--- src/rtl/friscv_apb_arbiter.sv ---
// Round-robin arbiter serializing NREQ requesters onto one APB-style slave.
// One slave access per grant, with a watchdog that aborts silent accesses.
module friscv_apb_arbiter #(
  parameter int NREQ    = 2,
  parameter int ADDRW   = 16,
  parameter int XLEN    = 32,
  parameter int TIMEOUT = 16
) (
  input  logic                    aclk,
  input  logic                    aresetn,
  input  logic                    srst,
  input  logic [NREQ-1:0]         req_en,
  input  logic [NREQ-1:0]         req_wr,
  input  logic [NREQ*ADDRW-1:0]   req_addr,
  input  logic [NREQ*XLEN-1:0]    req_wdata,
  input  logic [NREQ*XLEN/8-1:0]  req_strb,
  output logic [XLEN-1:0]         req_rdata,
  output logic [NREQ-1:0]         req_ready,
  output logic [NREQ-1:0]         req_err,
  output logic                    mst_en,
  output logic                    mst_wr,
  output logic [ADDRW-1:0]        mst_addr,
  output logic [XLEN-1:0]         mst_wdata,
  output logic [XLEN/8-1:0]       mst_strb,
  input  logic [XLEN-1:0]         mst_rdata,
  input  logic                    mst_ready,
  output logic                    busy
);

  localparam int PW = (NREQ > 1) ? $clog2(NREQ) : 1;
  localparam int CW = (TIMEOUT > 1) ? $clog2(TIMEOUT) : 1;
  localparam int SW = XLEN / 8;

  typedef enum logic [1:0] {IDLE, BUSY, DONE} state_t;

  state_t            state_q, state_d;
  logic [PW-1:0]     ptr_q, ptr_d;
  logic [PW-1:0]     grant_q, grant_d;
  logic [CW-1:0]     cnt_q, cnt_d;
  logic              mst_en_q, mst_en_d;
  logic              mst_wr_q, mst_wr_d;
  logic [ADDRW-1:0]  mst_addr_q, mst_addr_d;
  logic [XLEN-1:0]   mst_wdata_q, mst_wdata_d;
  logic [SW-1:0]     mst_strb_q, mst_strb_d;
  logic [XLEN-1:0]   req_rdata_q, req_rdata_d;
  logic [NREQ-1:0]   req_ready_q, req_ready_d;
  logic [NREQ-1:0]   req_err_q, req_err_d;
  logic              busy_q, busy_d;

  logic              gnt_ok;
  logic [PW-1:0]     gnt_idx;

  // Scan downward so the last hit is the first requester at or after ptr.
  always_comb begin
    gnt_ok  = 1'b0;
    gnt_idx = '0;
    for (int i = NREQ - 1; i >= 0; i--) begin
      logic [PW:0] c;
      c = {1'b0, ptr_q} + (PW+1)'(i);
      if (c >= (PW+1)'(NREQ))
        c = c - (PW+1)'(NREQ);
      if (req_en[c[PW-1:0]]) begin
        gnt_ok  = 1'b1;
        gnt_idx = c[PW-1:0];
      end
    end
  end

  always_comb begin
    state_d     = state_q;
    ptr_d       = ptr_q;
    grant_d     = grant_q;
    cnt_d       = cnt_q;
    mst_en_d    = mst_en_q;
    mst_wr_d    = mst_wr_q;
    mst_addr_d  = mst_addr_q;
    mst_wdata_d = mst_wdata_q;
    mst_strb_d  = mst_strb_q;
    req_rdata_d = req_rdata_q;
    req_ready_d = req_ready_q;
    req_err_d   = req_err_q;

    unique case (state_q)
      IDLE: begin
        if (gnt_ok) begin
          grant_d     = gnt_idx;
          ptr_d       = (gnt_idx == PW'(NREQ - 1)) ? '0 : gnt_idx + 1'b1;
          mst_en_d    = 1'b1;
          mst_wr_d    = req_wr[gnt_idx];
          mst_addr_d  = req_addr[gnt_idx*ADDRW +: ADDRW];
          mst_wdata_d = req_wdata[gnt_idx*XLEN +: XLEN];
          mst_strb_d  = req_strb[gnt_idx*SW +: SW];
          cnt_d       = '0;
          state_d     = BUSY;
        end
      end
      BUSY: begin
        cnt_d = cnt_q + 1'b1;
        if (mst_ready) begin
          mst_en_d             = 1'b0;
          req_rdata_d          = mst_wr_q ? '0 : mst_rdata;
          req_ready_d          = '0;
          req_ready_d[grant_q] = 1'b1;
          req_err_d            = '0;
          state_d              = DONE;
        end else if (TIMEOUT != 0 && cnt_q == CW'(TIMEOUT - 1)) begin
          mst_en_d             = 1'b0;
          req_rdata_d          = '0;
          req_ready_d          = '0;
          req_ready_d[grant_q] = 1'b1;
          req_err_d            = '0;
          req_err_d[grant_q]   = 1'b1;
          state_d              = DONE;
        end
      end
      DONE: begin
        req_ready_d = '0;
        req_err_d   = '0;
        state_d     = IDLE;
      end
      default: state_d = IDLE;
    endcase

    busy_d = (state_d != IDLE);

    if (srst) begin
      state_d     = IDLE;
      ptr_d       = '0;
      grant_d     = '0;
      cnt_d       = '0;
      mst_en_d    = 1'b0;
      mst_wr_d    = 1'b0;
      mst_addr_d  = '0;
      mst_wdata_d = '0;
      mst_strb_d  = '0;
      req_rdata_d = '0;
      req_ready_d = '0;
      req_err_d   = '0;
      busy_d      = 1'b0;
    end
  end

  always_ff @(posedge aclk or negedge aresetn) begin
    if (!aresetn) begin
      state_q     <= IDLE;
      ptr_q       <= '0;
      grant_q     <= '0;
      cnt_q       <= '0;
      mst_en_q    <= 1'b0;
      mst_wr_q    <= 1'b0;
      mst_addr_q  <= '0;
      mst_wdata_q <= '0;
      mst_strb_q  <= '0;
      req_rdata_q <= '0;
      req_ready_q <= '0;
      req_err_q   <= '0;
      busy_q      <= 1'b0;
    end else begin
      state_q     <= state_d;
      ptr_q       <= ptr_d;
      grant_q     <= grant_d;
      cnt_q       <= cnt_d;
      mst_en_q    <= mst_en_d;
      mst_wr_q    <= mst_wr_d;
      mst_addr_q  <= mst_addr_d;
      mst_wdata_q <= mst_wdata_d;
      mst_strb_q  <= mst_strb_d;
      req_rdata_q <= req_rdata_d;
      req_ready_q <= req_ready_d;
      req_err_q   <= req_err_d;
      busy_q      <= busy_d;
    end
  end

  assign req_rdata = req_rdata_q;
  assign req_ready = req_ready_q;
  assign req_err   = req_err_q;
  assign mst_en    = mst_en_q;
  assign mst_wr    = mst_wr_q;
  assign mst_addr  = mst_addr_q;
  assign mst_wdata = mst_wdata_q;
  assign mst_strb  = mst_strb_q;
  assign busy      = busy_q;

endmodule
--- config.mk ---
export PLATFORM = sky130hd
export DESIGN_NAME = friscv_apb_arbiter
export DESIGN_NICKNAME = d
export VERILOG_FILES = /design/src/rtl/friscv_apb_arbiter.sv
export SDC_FILE = /design/constraint.sdc
export NUM_CORES = 1
export LEC_CHECK = 0
export ABC_AREA = 0
export CELL_PAD_IN_SITES_DETAIL_PLACEMENT = 0
export CELL_PAD_IN_SITES_GLOBAL_PLACEMENT = 1
export CORE_AREA = 2 2 130 132
export CTS_CLUSTER_SIZE = 40
export DETAILED_ROUTE_END_ITERATION = 8
export DIE_AREA = 0 0 132 134
export PLACE_DENSITY_LB_ADDON = 0.1
export SETUP_SLACK_MARGIN = 0.02
export SYNTH_ARGS = -nofsm -noshare
export SYNTH_HDL_FRONTEND = slang
export SYNTH_SLANG_ARGS = --single-unit
--- constraint.sdc ---
create_clock -name aclk -period 2.4 [get_ports aclk]
set_clock_uncertainty 0.15 [all_clocks]
set_input_delay 0.36 -clock aclk [delete_from_list [all_inputs] [get_ports aclk]]
set_output_delay 0.36 -clock aclk [all_outputs]
set_load 0.03 [all_outputs]
==> results.toml <==
[floorplanning]
io_pins = 235
die_outline_height_um = 134
coreArea_um2 = 16300
start_util_pct = 29.4
die-area_um2 = 17700
std_cell_rows = 47
dieWidth_um = 132

[synth]
netlist_instances = 464
netlist_area_um2 = 4800
post_synth_fa_ha_maj_area_fraction_pct = 0.261
synth_area_per_cell_um2 = 10.3
postSynth.asyncResetShare_pct = 100
postSynthNetCount = 609
synth_top_flop_cell = "dfrtp_1"
yosysWarnings = 0
post_synth_and_or_nand_nor_area_fraction_pct = 9.37
synthMuxAreaShare_pct = 0
post-synth-top-area-fraction_pct = 51.7
post_synth_xor_area_fraction_pct = 0.365
count_of_flip_flops_with_a_built_in_enable_after_synthesis = 0
dominant_combinational_cell_family_by_area_after_synthesis = "compound AO/OA/AOI/OAI gates"
yosysSeqAreaShare_pct = 51.7
yosysMostFrequentCell = "dfrtp_1"
netlist-cell-type-count = 34
synth.largest_area_cell = "dfrtp_1"
synth_compound_gate_area_share_pct = 32.6
post_synth_most_frequent_cells = "dfrtp_1, nand3_1, a31oi_1, o211ai_1, a211oi_1"
synth_top_cells_by_area = "dfrtp_1, o211ai_1, a211oi_1"
yosys_register_bits = 99

[detailed_routing]
routed_wire_length_per_instance_um = 19.7
initialDrtViolationCount = 281
drt_drc_violations_left = 0
firstDrtPassIters = 4
avgViaCountPerCell = 5.50
finalWirelength_um = 17600
via_count = 4922
ant_nets = 0

[global_route]
grt_pass1_wl_um = 28200
global_route.overflow_total = 0
groute.usage.overall_pct = 19.8
grt_max_degree = 54
first_global_vias = 5241
antenna_found_initial = 0

[sta]
timing.fmax_mhz = 501
final.min_clock_period_ps = 1990
hold-worst-slack_ps = 246
min_period_over_period_pct = 83.1
tightest_slew_ps = 552
fin_setup_tns_ps = 0
setup_violations = 0
finalHoldViolations = 0
slew_viol_final = 0
setup_repair_after_global_routing_missed_its_margin = "false"
worst_slew_margin_rel_pct = 63.2

[cells_and_area]
diodes = 0
layout-drive-gt1-share_pct = 7.26
nNetsFinal = 815
multi_input_comb_area_um2 = 2070
seqCellArea_um2 = 2480
areaGrowthSynthToFinish_pct = 60.6
number_of_fill_cells = 1514

[clock_network]
tritoncts = "done"
post_cts.resized_instances = 0
clkTransAtPathRegs_ps = 70
cts.path.max_buffers = 2
h-tree-depth = 3
numCtsBuffers = 9
cts_hold_buffers = 1
clock_insertion_delay_at_the_later_pin_of_the_skew_report_ps = 340
post_cts_setup_inserts = 0
clock-sinks = 99
clk_root_buffer_cell = "clkbuf_16"

[placed_design]
port_buffers = 234
gp_congestion = 0.789
hpwl_um = 11500

[job]
max_cap_viol_count = 0

[power_and_ir_drop]
p_per_area_nw_per_um2 = 634
power.ir.vdd_worst_v = 0.000374
leakage_nw = 2.89

[status]
outcome = "finished clean"

[setup_path]
timing.critical_path.arrival_ps = 1480
crit_family = "buffers and inverters"
crit_path_cell_trace = "clkdlybuf4s50_1"
worstPathRequired_ps = 1890
timing.critical_path.slowest_stage_cell = "clkdlybuf4s50_1"
critPathBufInv = 1
crit_fanout = 3
endpoint_kind_of_the_worst_setup_timing_path = "primary output"
critPathKind = "flop to primary output"
cp-start-kind = "flop"
cp_slowest_stage_delay_ps = 720

[hold_path]
hp-class = "input pin to flop"
-- path summary, 6_finish.rpt --
kind | slack, ps | startpoint | to | depth (start not counted)
setup reg to reg | 470 | state_q[1]$_DFF_PN0_ | req_rdata[0]$_DFFE_PN0P_ | 4
hold reg to reg | 350 | req_rdata[12]$_DFFE_PN0P_ | req_rdata[12]$_DFFE_PN0P_ | 1
setup / recovery | 410 | mst_wr$_DFFE_PN0P_ | mst_wr | 1
hold / removal | 250 | srst | cnt_q[3]$_DFFE_PN0P_ | 2
min in group asynchronous | 360 | aresetn | req_rdata[4]$_DFFE_PN0P_ | 2
max in group asynchronous | 1170 | aresetn | mst_wr$_DFFE_PN0P_ | 3
-- where the power goes --
group	switching (mW)	internal (mW)	total (mW)
clock	0.666	0.810	1.48
combinational	0.816	0.655	1.47
sequential	0.104	1.83	1.93
-- layout by cell type (no fill, tap or decap), drive strengths merged, types with 2 or more instances in the layout --
cell type      instances
xor2                   2
a21oi                  8
dfrtp                 99
nand2                  7
or4                    2
nor2b                  3
buf                   22
nand2b                 3
clkinvlp               3
o211ai                56
a211oi                53
clkinv                 2
a31oi                 56
inv                    4
a22o                  32
a31o                   2
nand3b                 2
nor2                   2
clkbuf                10
or2                    2
nand3                 58
clkdlybuf4s50        232
o21ai                  7
-- logic make-up (layout without fill, tap and decap cells) --
| logic type | after synthesis | in the layout |
|---|---|---|
| compound gates | 215 | 215 |
| flops | 99 | 99 |
| simple gates | 83 | 83 |
| buf+inv | 64 | 275 |
| xor+xnor | 2 | 2 |
| fa+ha+maj | 1 | 1 |
-- final cells by class --
cell class                      count  area share, %
Multi-Input combinational cell    301           26.8
Clock inverter                      6          0.861
Sequential cell                    99           32.2
Inverter                            4          0.195
Timing Repair Buffer              255           33.4
Tap cell                          220           3.57
Clock buffer                       10           2.97
-- layer usage --
metal	global-route usage, %	share of wire [%]	vias up
li1	-	-	2254
met2	31.9	46	194
met3	5.93	7.6	25
met1	25.1	44	2449
met4	7.31	1.9	0
met5	0	0	-
-- metrics by stage --
stage | power, mW | setup slack (ps) | area, um^2 | instances | utilization [%]
after CTS | 4.92 | 372 | 7700 | 895 | 47.3
after global placement | 3.43 | 344 | 7390 | 878 | 45.4
after floorplan | 2.67 | 732 | 4800 | 464 | -
after global routing | 5.09 | 345 | 7700 | 895 | 47.3
after detailed placement | 3.44 | 293 | 7390 | 878 | 45.4
final | 4.88 | 405 | 7700 | 895 | 47.3
-- registers in the layout, summed over array words and instances, names as in the netlist --
name       flops
busy           1
cnt_q          4
grant_q        1
mst_addr      16
mst_en         1
mst_strb       4
mst_wdata     32
mst_wr         1
ptr_q          1
req_err        2
req_rdata     32
req_ready      2
state_q        2
Note: power is estimated with default switching activity, not from simulation.
